### config.mk
export PLATFORM = sky130hd
export DESIGN_NAME = counter_nbit_prescaled
export DESIGN_NICKNAME = d
export VERILOG_FILES = /design/src/rtl/counter_nbit_prescaled.sv
export SDC_FILE = /design/constraint.sdc
export NUM_CORES = 1
export LEC_CHECK = 0
export CAP_MARGIN = 20
export CORE_AREA = 2 2 39 41
export CTS_CLUSTER_DIAMETER = 50
export DETAILED_ROUTE_END_ITERATION = 7
export DIE_AREA = 0 0 41 43
export PLACE_DENSITY_LB_ADDON = 0.12
export SLEW_MARGIN = 20
export SYNTH_ARGS = -nofsm -noshare
export SYNTH_HDL_FRONTEND = slang
export SYNTH_SLANG_ARGS = --single-unit
### constraint.sdc
create_clock -name clk -period 2.3 [get_ports clk]
set_input_delay 0.46 -clock clk [delete_from_list [all_inputs] [get_ports clk]]
set_output_delay 0.46 -clock clk [all_outputs]
set_load 0.02 [all_outputs]
### src/rtl/counter_nbit_prescaled.sv
// counter_nbit_prescaled
//   Up/down modulo-N counter with a clock-enable prescaler and synchronous load.
//   Every PRESCALE enabled clocks the counter takes one step in the direction
//   selected by `up`. Moving past MODULUS-1 going up, or past 0 going down,
//   wraps the count and raises a terminal-count pulse.
//
// Parameters
//   WIDTH    count width, 2..16
//   MODULUS  count sequence length, 2..2**WIDTH
//   PRESCALE enabled clocks per count step, 1..65536
//
// Build option
//   COUNTER_SATURATE_EN  when defined, a step at a bound holds the count at
//                        that bound instead of wrapping. tick and tc still
//                        pulse on each attempted step at the bound.
//
// Ports
//   clk      in   rising-edge clock
//   rst      in   asynchronous reset, active low
//   en       in   count enable; counter and prescaler hold while low
//   up       in   direction, 1 = increment, 0 = decrement
//   load     in   synchronous load; wins over en
//   load_val in   load value, clamped to MODULUS-1
//   counter  out  registered count, always < MODULUS
//   tick     out  one-cycle pulse, aligned with each new stepped value
//   tc       out  one-cycle terminal-count pulse, aligned with tick
module counter_nbit_prescaled #(
  parameter int WIDTH    = 4,
  parameter int MODULUS  = 16,
  parameter int PRESCALE = 1
) (
  input  logic             clk,
  input  logic             rst,
  input  logic             en,
  input  logic             up,
  input  logic             load,
  input  logic [WIDTH-1:0] load_val,
  output logic [WIDTH-1:0] counter,
  output logic             tick,
  output logic             tc
);

  // With PRESCALE=1 the prescaler is a single bit that never leaves 0, so
  // every enabled clock lands on the last phase and steps.
  localparam int               PSW     = (PRESCALE > 1) ? $clog2(PRESCALE) : 1;
  localparam logic [PSW-1:0]   PS_LAST = PSW'(PRESCALE - 1);
  localparam logic [WIDTH-1:0] CNT_MAX = WIDTH'(MODULUS - 1);
  // One extra bit so MODULUS = 2**WIDTH is representable in the clamp compare.
  localparam logic [WIDTH:0]   MOD_EXT = (WIDTH + 1)'(MODULUS);

`ifdef COUNTER_SATURATE_EN
  localparam bit SAT = 1'b1;
`else
  localparam bit SAT = 1'b0;
`endif

  logic [PSW-1:0]   ps, ps_nxt;
  logic [WIDTH-1:0] cnt_nxt;
  logic             tick_nxt, tc_nxt;
  logic             ps_wrap;

  assign ps_wrap = (ps == PS_LAST);

  always_comb begin
    ps_nxt   = ps;
    cnt_nxt  = counter;
    tick_nxt = 1'b0;
    tc_nxt   = 1'b0;
    if (load) begin
      // A load restarts the step phase so the next step is a full period out.
      ps_nxt = '0;
      if ({1'b0, load_val} >= MOD_EXT) cnt_nxt = CNT_MAX;
      else                             cnt_nxt = load_val;
    end else if (en) begin
      if (ps_wrap) begin
        ps_nxt   = '0;
        tick_nxt = 1'b1;
        if (up) begin
          if (counter == CNT_MAX) begin
            tc_nxt  = 1'b1;
            cnt_nxt = SAT ? CNT_MAX : '0;
          end else begin
            cnt_nxt = counter + WIDTH'(1);
          end
        end else begin
          if (counter == '0) begin
            tc_nxt  = 1'b1;
            cnt_nxt = SAT ? '0 : CNT_MAX;
          end else begin
            cnt_nxt = counter - WIDTH'(1);
          end
        end
      end else begin
        ps_nxt = ps + PSW'(1);
      end
    end
  end

  // tick/tc are registered alongside the count so they line up with the
  // value they describe; they drop to 0 on any non-step cycle.
  always_ff @(posedge clk or negedge rst) begin
    if (!rst) begin
      ps      <= '0;
      counter <= '0;
      tick    <= 1'b0;
      tc      <= 1'b0;
    end else begin
      ps      <= ps_nxt;
      counter <= cnt_nxt;
      tick    <= tick_nxt;
      tc      <= tc_nxt;
    end
  end

endmodule

# --- Word level (Yosys, flattened, before mapping) ---
# Index checks and enable logic that the tools add are counted.
word_totals:
  regBits: 7
  latch_bits: 0
  mem_bits_rw: 0
  mem_bits_ro: 0
  inputBits: 9
  output_inout_bits: 6
  elab_cells: 30
  memories: 0
classes:
  n_addsub: 3
  multipliers: 0
  n_div: 0
  magnitude_cmp: 0
  eq_ne: 2
  n_shift: 0
  n_mux: 18
  bitwise: 0
  reduce_logical: 3
ops:
  columns: ["operator", "n"]
  rows:
  - ["4-bit 2-to-1 mux", 6]
  - ["1-bit 2-to-1 mux", 12]
  - ["4-bit by 1-bit adder with 4-bit output (second input constant)", 1]
  - ["4-bit == test (second input constant)", 1]
  - ["4-bit zero test", 1]
  - ["4-bit by 1-bit subtractor with 4-bit output (second input constant)", 1]
  - ["2-bit != test (second input constant)", 1]
  - ["2-bit AND reduction", 1]
  - ["2-bit nonzero test", 1]
  - ["1-bit adder (second input constant)", 1]

# --- Depth between registers and ports, before layout ---
logic_depth:
  depth_word: 6
  ltp_mapped: 6
  ltp_nobuf: 6

# --- Least setup slack after synthesis ---
# OpenSTA, ideal clock, no wires.
synth_timing:
  kind: "register to register"
  startpoint: "reg counter[0]"
  endpoint: "reg counter[3]"
  setup_ps: 124
  arrival_time_ps: 1455
  required_time_ps: 2176
  slack_ps: 721
  stages_incl_launch_ff: 7
  path_buffers: 0
  synth_period_minus_slack_ps: 1579
  path_cell_list: "dfrtp_1 > inv_1 > ha_1 > or4b_4 > nor2b_4 > o21ai_0 > a211o_1"
synth_between:
  elab_chain_cells: 6
  word_cells_on_any_way: 10
  classes_between: "2 x add/sub; 1 x eq/ne; 6 x mux; 1 x reduce/logical"
synth_lines:
  columns: ["element", "line_no", "rtl"]
  rows:
  - ["start, declared", "38", "output logic [WIDTH-1:0] counter,"]
  - ["start signal, assigned", "109", "counter <= cnt_nxt;"]
  - ["4-bit by 1-bit subtractor with 4-bit output, or another cell as far along", "90", "cnt_nxt = counter - WIDTH'(1);"]
  - ["4-bit 2-to-1 mux (on tied branches)", "86, 79", null]
  - ["4-bit 2-to-1 mux (*)", "78", "if (up) begin"]
  - ["4-bit 2-to-1 mux (*)", "75", "if (ps_wrap) begin"]
  - ["4-bit 2-to-1 mux (*)", "74", "end else if (en) begin"]
  - ["4-bit 2-to-1 mux (*)", "69", "if (load) begin"]
# Mark *: on every way between the ends. The rest lies on a longest branch, timed or not. The select of a mux whose other input is x is not followed.
# A chain may end at the register's enable or synchronous reset.

# --- Worst setup path after layout ---
layout_timing:
  startpoint: "reg counter[3]"
  endpoint: "out counter[3]"
# No word-level cell between the ends.

==> run summary <==
status: completed
global route overflow: 0
HP Class: in2async
Cell Rows: 14
area of the multi-input gates: 228 um^2
GRT Util Overall: 0.127
antenna diode count: 0
NumNets Final: 72
H-tree levels: 1
normalized max-slew margin: 0.805
Clock Latency Late Sink: 0.26 ns
final wirelength: 917 um
Avg Inst Size Synth: 9.53 um^2
# DRC: 0
worst path cell trace: clkdlybuf4s50_1
initial drt markers: 4
CP Max Fanout: 7
deepest clock path buffer count: 2
Clk pwr share: 0.293
top-area cell type share of the netlist area: 0.375
synth top area cells: dfrtp_1 38%, xnor2_1 6.6%, ha_1 6.3%, mux2_2 5.6%, nand2_1 5.6%
Sw Share: 0.331
Final setup viols: 0
required time worst endpoint: 1.84 ns
chip height: 43 um
final clock skew: 0.00764 ns
largest net degree at the start of global routing: 10
met2 WL: 403 um
starting density of the core: 0.289
top layer in use: met4
Final Critical Period: 1.82 ns
initial antenna violation count: 0
Synthesis Warnings: 0
Post-synth EDFFs: 0
critical path endpoint category: primary output
P&R area growth vs syn: 44.7%
IO Count: 15
asr flop ratio synth: 1.00
Sum Neg Setup Slack: 0 ns
first-pass iteration count of the detailed router: 2
GP Congestion: 0.747
top cell family by delay on the critical path: buffers and inverters
met1 wire length: 430 um
Die Area: 1760 um^2
CTS Buf Count: 3
cell leakage power: 0.251 nW
Post-synth top cells: 6 x dfrtp_1, 6 x nand2_1, 4 x o21ai_0
sequential-to-total area share from yosys stat: 0.375
core area: 1380 um^2
worst slew pin tran: 0.292 ns
vias in the first global route: 309
WP data arrival: 1.36 ns
die width: 41 um
clk slew on worst S/H paths: 0.06 ns
Cells after Synth: 42
synthesized flop and latch total: 6
layout cells sized above 1: 0.136
Final ANT Viol Nets: 0
Critical Path Slowest Stage Cell: clkdlybuf4s50_1
Final Max Slew Viols: 0
hold buffers post-CTS: 0
Synth Flop Type: dfrtp_1
via/cell ratio: 4.80
Final Hold Fails: 0
VDD IR max: 0.000261 V
Cell variety after synth: 22
combinational power share: 0.337
met3 wire length: 68 um
Filler cells: 153
cts repair resizes: 0
RSZ-0062 raised after global routing: no
PortBufs: 14
CP Class: reg2out
Post CTS Setup Buffer Count: 0
CP bufs+invs: 1
P per Cell Area: 631 nW/um^2
Synth area leader: dfrtp_1
CTS tree: built
max cap viols: 0
area occupied by registers: 150 um^2
CTS sink cnt: 6
first-pass GRT wire length: 1440 um
CTS Root Cell: clkbuf_4
WL per Instance: 12.2 um
Worst setup SP type: register
internal power: 0.245 mW
delay of the slowest critical-path stage: 0.65 ns
Post-Syn Nets: 53
vias: 360
PnR Total Power: 0.366 mW
Net Sw Power: 0.121 mW
Fmax: 549 MHz
crit share post-route: 0.793
Reg power frac: 0.370
synthesized area: 400 um^2
==> state kept, by name (all words and copies together), names as in the netlist <==
signal / cells
tick: 1
tc: 1
counter: 4
==> through the flow <==
stage | setup slack, ns | utilization | cells | hold slack, ns | instance area [um^2]
floorplan | 0.721 | - | 42 | 0.164 | 400
global placement | 0.405 | 0.402 | 72 | 0.675 | 557
detailed placement | 0.355 | 0.402 | 72 | 0.669 | 557
CTS | 0.474 | 0.419 | 75 | 0.460 | 579
global route | 0.401 | 0.419 | 75 | 0.468 | 579
finish | 0.477 | 0.419 | 75 | 0.448 | 579
==> per-layer routing <==
layer	vias up	global-route usage
li1	182	-
met4	0	0.0600
met1	161	0.174
met3	2	0.0524
met2	15	0.166
met5	-	0
==> layout make-up <==
type	instances	share of cell area
Tap cell	16	0.0346
Multi-Input combinational cell	32	0.393
Sequential cell	6	0.259
Inverter	3	0.0194
Timing Repair Buffer	15	0.255
Clock buffer	3	0.0389
==> cells by family (layout without fill, tap and decap cells) <==
| family | after synthesis | in the layout | share of synthesized area |
|---|---|---|---|
| AO/OA/AOI/OAI | 10 | 10 | 0.144 |
| XOR/XNOR | 3 | 3 | 0.0656 |
| adder cells (fa/ha/maj) | 2 | 2 | 0.0625 |
| buffers and inverters | 4 | 21 | 0.0562 |
| flip-flops | 6 | 6 | 0.375 |
| multiplexers | 3 | 3 | 0.0812 |
| AND/OR/NAND/NOR | 14 | 14 | 0.216 |
==> placed cells by master, fill, tap and decap left out, drive strengths merged, types with 2 or more instances in the layout <==
master | Yosys | routed
a21oi | 2 | 2
clkbuf | 0 | 3
clkdlybuf4s50 | 0 | 14
dfrtp | 6 | 6
ha | 2 | 2
inv | 3 | 3
mux2 | 2 | 2
nand2 | 6 | 6
nor2b | 2 | 2
o21ai | 5 | 5
xnor2 | 3 | 3
==> path summary, 6_finish.rpt <==
path / to / start / slack [ns] / cells past startpoint
hold reg to reg: counter[1] / counter[1] / 0.68 / 2
setup / recovery: counter[3] / counter[3] / 0.48 / 1
hold / removal: tick / rst / 0.45 / 1
setup reg to reg: counter[3] / counter[0] / 0.68 / 6
min in group clk: counter[1] / counter[1] / 0.68 / 2
max in group asynchronous: counter[1] / rst / 1.62 / 1
==> power groups by stage <==
stage	Sequential [mW]	Combinational [mW]	Clock, mW
2_1_floorplan	0.148	0.0583	0
3_3_place_gp	0.137	0.126	0
3_5_place_dp	0.137	0.124	0
4_1_cts	0.135	0.125	0.109
5_1_grt	0.138	0.136	0.117
6_report	0.135	0.123	0.107
Note: power is estimated with default switching activity, not from simulation.
